**config.mk**
```make
export PLATFORM = sky130hd
export DESIGN_NAME = dcache_line_fill_buffer
export DESIGN_NICKNAME = d
export VERILOG_FILES = /design/src/rtl/dcache_pkg.sv /design/src/rtl/lfb_wrap_counter.sv /design/src/rtl/dcache_line_fill_buffer.sv
export SDC_FILE = /design/constraint.sdc
export NUM_CORES = 1
export LEC_CHECK = 0
export CAP_MARGIN = 20
export CORE_MARGIN = 5
export CORE_UTILIZATION = 41
export DETAILED_ROUTE_END_ITERATION = 12
export PLACE_DENSITY = 0.77
export SLEW_MARGIN = 30
export SYNTH_ARGS = -nofsm -noshare
export SYNTH_HDL_FRONTEND = slang
export SYNTH_SLANG_ARGS = --single-unit
```
**constraint.sdc**
```tcl
create_clock -name Clk -period 8.9 [get_ports Clk]
set_input_delay 0.89 -clock Clk [delete_from_list [all_inputs] [get_ports Clk]]
set_output_delay 0.89 -clock Clk [all_outputs]
set_load 0.005 [all_outputs]
```
**src/rtl/dcache_pkg.sv**
```systemverilog
// Shared sizes, FSM state type and line-address helper for the data-cache line-fill buffer.
package dcache_pkg;
  localparam int DATA_W     = 32;
  localparam int ADDR_W     = 32;
  localparam int LINE_WORDS = 8;
  localparam int OFF_W      = $clog2(LINE_WORDS);
  localparam int LINE_W     = DATA_W * LINE_WORDS;

  typedef enum logic [1:0] {IDLE, FETCH, DONE} lfb_state_t;

  function automatic logic [ADDR_W-1:0] line_addr(input logic [ADDR_W-1:0] a);
    return {a[ADDR_W-1:OFF_W], {OFF_W{1'b0}}};
  endfunction
endpackage

```
**src/rtl/lfb_wrap_counter.sv**
```systemverilog
// Beat counter for one line fill: the offset wraps modulo LINE_WORDS from a loadable start,
// and a flag marks the beat that carries the requested (critical) word.
module lfb_wrap_counter
  import dcache_pkg::*;
(
  input  logic             Clk,
  input  logic             Rst,
  input  logic             load,
  input  logic             adv,
  input  logic [OFF_W-1:0] start,
  input  logic [OFF_W-1:0] crit,
  output logic [OFF_W-1:0] cur_off,
  output logic             last_beat,
  output logic             hit_crit
);
  logic [OFF_W-1:0] start_q, crit_q, beat_q;

  always_ff @(posedge Clk or posedge Rst) begin
    if (Rst) begin
      start_q <= '0;
      crit_q  <= '0;
      beat_q  <= '0;
    end else if (load) begin
      start_q <= start;
      crit_q  <= crit;
      beat_q  <= '0;
    end else if (adv) begin
      beat_q  <= beat_q + 1'b1;
    end
  end

  // OFF_W-bit add gives the 7 -> 0 wrap for free
  assign cur_off   = start_q + beat_q;
  assign last_beat = &beat_q;
  assign hit_crit  = (cur_off == crit_q);
endmodule

```
**src/rtl/dcache_line_fill_buffer.sv**
```systemverilog
// Line-fill responder: fetches an 8-word line one word per beat and returns it to the cache.
// Define DCACHE_LFB_CWF_EN to enable critical-word-first ordering via RWordSelect.
module dcache_line_fill_buffer
  import dcache_pkg::*;
(
  input  logic              Clk,
  input  logic              Rst,
  input  logic              LB_Enable,
  input  logic [ADDR_W-1:0] MissAddr,
  input  logic              RWordSelect,
  output logic              LB_Completed,
  output logic              LB_FirstWord,
  output logic [LINE_W-1:0] LB_LineData,
  output logic [ADDR_W-1:0] LB_LineAddr,
  output logic              Mem_Req,
  output logic [ADDR_W-1:0] Mem_Addr,
  input  logic [DATA_W-1:0] Mem_RData,
  input  logic              Mem_Ack
);
  lfb_state_t state, nxt;
  logic [LINE_WORDS-1:0][DATA_W-1:0] line_q;
  logic [ADDR_W-1:0] laddr_q;
  logic              first_q;
  logic              accept, beat_done;
  logic [OFF_W-1:0]  start_off, cur_off;
  logic              last_beat, hit_crit;

`ifdef DCACHE_LFB_CWF_EN
  assign start_off = RWordSelect ? MissAddr[OFF_W-1:0] : '0;
`else
  logic unused_rws;
  assign unused_rws = RWordSelect;
  assign start_off  = '0;
`endif

  assign accept    = (state == IDLE) && LB_Enable;
  assign beat_done = (state == FETCH) && Mem_Ack;

  lfb_wrap_counter u_cnt (
    .Clk       (Clk),
    .Rst       (Rst),
    .load      (accept),
    .adv       (beat_done),
    .start     (start_off),
    .crit      (MissAddr[OFF_W-1:0]),
    .cur_off   (cur_off),
    .last_beat (last_beat),
    .hit_crit  (hit_crit)
  );

  always_ff @(posedge Clk or posedge Rst) begin
    if (Rst) state <= IDLE;
    else     state <= nxt;
  end

  // Enable dropping mid-fetch is deliberately not an abort
  always_comb begin
    nxt = state;
    unique case (state)
      IDLE:    if (LB_Enable) nxt = FETCH;
      FETCH:   if (beat_done && last_beat) nxt = DONE;
      DONE:    if (!LB_Enable) nxt = IDLE;
      default: nxt = IDLE;
    endcase
  end

  always_ff @(posedge Clk or posedge Rst) begin
    if (Rst) begin
      line_q  <= '0;
      laddr_q <= '0;
      first_q <= 1'b0;
    end else begin
      first_q <= beat_done && hit_crit;
      if (accept)    laddr_q         <= line_addr(MissAddr);
      if (beat_done) line_q[cur_off] <= Mem_RData;
    end
  end

  // Req decodes straight from state so reset removes it without waiting for a clock
  assign Mem_Req      = (state == FETCH);
  assign Mem_Addr     = {laddr_q[ADDR_W-1:OFF_W], cur_off};
  assign LB_Completed = (state == DONE);
  assign LB_FirstWord = first_q;
  assign LB_LineData  = line_q;
  assign LB_LineAddr  = laddr_q;
endmodule

```
==> impl_summary.txt <==
----------------------------------------------------
[Worst setup path]
  Setup crit end kind ... flop
  Worst-path maximum fanout ... 17
  Cell with the biggest individual delay on the critical path ... or4b_2
  Required time of the critical path ... 9340 ps
  Register-to-register path setup slack ... 6100 ps
  Signal arrival time at the worst endpoint ... about 3400 ps
  R2R cell count ... 4
  Crit-path cells ... clkdlybuf4s50_1 > or4b_2 > buf_4 > mux2_1
  Delay of the slowest critical-path stage ... roughly 1000 ps
  Setup Crit Path Kind ... in -> reg
  Type of origin of the critical path ... input pin
  Worst r2r dst ... LB_LineData[29]
  Origin of the critical flop-to-flop path ... state[1]

[Clock network]
  Number of clock sinks ... a little under 300
  TritonCTS Buffers ... 31
  H-tree levels ... 1
  Post-CTS setup repair buffer count ... 0
  Post-cts resize count ... 0
  Buffer cell driving the clock tree root ... clkbuf_16
  Clock tree from TritonCTS ... yes
  # hold bufs at CTS ... 0
  Clock transition at path regs ... ~60 ps
  Latest clock arrival within the worst-skew pair ... around 570 ps
  Max Root-Sink Buffers ... 3

[Cells and area]
  Inserted Diodes ... 0
  Area delta synth->final ... 46.2%
  Layout cell share with drive strength beyond 1 ... between 30% and 40%
  Most common library cell in the layout ignoring fill and taps ... clkdlybuf4s50_1
  Final nets ... 1127
  Commonest cells after routing, fill and taps aside ... 387 x clkdlybuf4s50_1, 294 x dfrtp_1, 248 x mux2_2

[Timing]
  Worst relative slew slack ... about 51%
  RSZ-0062 raised after global routing ... false
  Final cycle utilization of the critical path ... between 30% and 40%
  Setup Total Neg Slack ... 0 ps
  Achievable clock frequency ... roughly 340 MHz
  Transition at the pin with the smallest max-transition slack ... around 740 ps
  Fin. max-slew vios ... 0
  Least setup slack across all paths after layout ... 5990 ps
  Period minus WS final ... between 2000 and 3000 ps
  Setup violation total in the final timing report ... 0
  Final number of hold-violating endpoints ... 0
  Final hold slack ... about 490 ps
  Worst-case clock skew ... 17.4 ps

[Placed design]
  Dpl hpwl ... approximately 21000 µm
  Final weighted congestion of routability-driven global placement ... between 0.7 and 0.8
  Pre-CTS setup slack ... about 5400 ps
  Port-buffer cells ... between 300 and 400

[Global routing]
  Total congestion overflow after global routing ... 0
  Number of antenna violations at the first check in global routing ... 0
  Vias in the first global route ... around 7600
  Total global-route track usage ... 19.1%
  Maximum number of pins on one net before global-route repair ... about 190
  Global-route wire length before repair ... around 47000 µm

[Flow run]
  Maximum Capacitance Violations ... 0

[Synthesis]
  Count of different cell masters after synthesis ... 26
  Share of cell area taken by muxes after synthesis ... 29.6%
  Number of warnings issued by yosys ... 0
  Register area share after synthesis ... about two thirds
  Xor and xnor fraction of the mapped netlist area ... less than 1%
  Number of instances in the synthesized netlist ... just under 700
  Post-synthesis cell area ... around 0.011 mm²
  Post-synthesis average cell area ... 16.6 µm²
  Fraction of the mapped netlist area in compound gates ... 0.242%
  Synth Area in Simple Gates ... under 10%
  Number of storage elements in the synthesis netlist ... between 200 and 300
  Adder and majority cell fraction of the synthesized area ... 0.220%
  Main combinational cell family by area after synthesis ... multiplexers

[Drt]
  Number of routed nets with antenna violations ... 0
  Drt drc ... 0
  Routed via count ... a little over 7000
  DRC violation total after the first TritonRoute iteration ... around 200
  Number of detailed-route iterations in the first pass ... 4
  Detailed-route wire length ... between 30000 and 40000 µm
  Avg Vias per Cell ... 4.84
  Average detailed-routed wire length per instance ... 21.1 µm

[Power and ir drop]
  Maximum vdd drop ... around 0.23 mV
  Overall Power ... approximately 0.0064 W
  Power density over the cells ... between 300 and 400 mW/mm²
  Reported leakage power ... 7.19 nW

[Min path]
  HP Class ... reg -> reg
  Endpoint of the worst hold path ... LB_LineData[89]
  Hold path startpoint ... LB_LineData[89]
  Worst hold path depth ... 1

[Floorplan]
  Overall die area ... 0.0311 mm²
  Starting density of the core ... 41.2%
  Die height ... ~180 µm
  Die X-Extent ... around 180 µm
  Std cell rows ... 61
  Floorplan core area ... roughly 0.028 mm²
  I/O pin count ... about 390

[Outcome]
  Result of the run ... completed

----------------------------------------------------
cell type report:
type	count	area (µm²)
Clock buffer	44	925
Clock inverter	14	166
Fill cell	2100	11000
Inverter	1	7.51
Multi-Input combinational cell	326	3640
Sequential cell	294	7360
Tap cell	378	473
Timing Repair Buffer	402	4030
logic make-up after synthesis:
kind of cell | count (synthesis)
mux | 288
flops | 294
xor+xnor | 4
compound gates | 4
other cells | 1
buf+inv | 65
fa+ha+maj | 2
simple gates | 25
metal layers:
metal	vias up	track usage (%)	wire, µm
met3	55	6.45	2600
li1	3113	-	-
met1	3635	23.8	12300
met4	0	5.58	937
met5	-	0	0
met2	260	32.0	14900
critical path, delay by kind of cell:
| kind | cells | cell delay (ps) |
|---|---|---|
| mux | 1 | 370 |
| simple gates | 1 | 990 |
| buf+inv | 2 | 1090 |
through the flow:
stage	std cells	utilization [%]	area (µm²)
finish	1459	60.3	16600
detailed placement	1400	56.2	15500
floorplan	685	-	11400
global placement	1399	56.1	15500
CTS	1458	60.2	16600
global route	1459	60.3	16600
synth_stat cells (all sizes together):
master	instances	area [µm²]
a21oi	2	10.0
clkbuf	12	45.0
nand2	4	15.0
or3b	1	11.3
nor2	5	18.8
dfrtp	294	7360
nor3	2	10.0
a21o	1	7.51
nor4	1	6.26
nand3b	3	22.5
or4b	2	20.0
conb	1	3.75
nand3	3	15.0
nor2b	4	25.0
xor2	4	35.0
a32o	1	10.0
mux2	288	3360
ha	2	25.0
inv	1	3.75
buf	52	357
sequential cells by signal, summed over array words and instances (netlist names):
register,cells
state,2
LB_FirstWord,1
LB_LineData,256
u_cnt.crit_q,3
u_cnt.beat_q,3
LB_LineAddr,29
power by group:
part           internal, W  switching [W]  leakage [nW]
clock network     0.000810       0.000535         0.545
registers          0.00200       0.000380          3.62
logic              0.00183       0.000825          3.03
total              0.00464        0.00174          7.19
how the worst max path moves through the flow:
stage | start | to | slack, ps | depth (start not counted)
floorplan | Rst | LB_FirstWord | 4110 | 1
global placement | Mem_Ack | LB_LineData[29] | 5450 | 4
detailed placement | Mem_Ack | LB_LineData[29] | 5410 | 4
CTS | Mem_Ack | LB_LineData[29] | 6010 | 4
global route | Mem_Ack | LB_LineData[29] | 5960 | 4
finish | Mem_Ack | LB_LineData[29] | 5990 | 4
(Power assumes the default switching activity.)
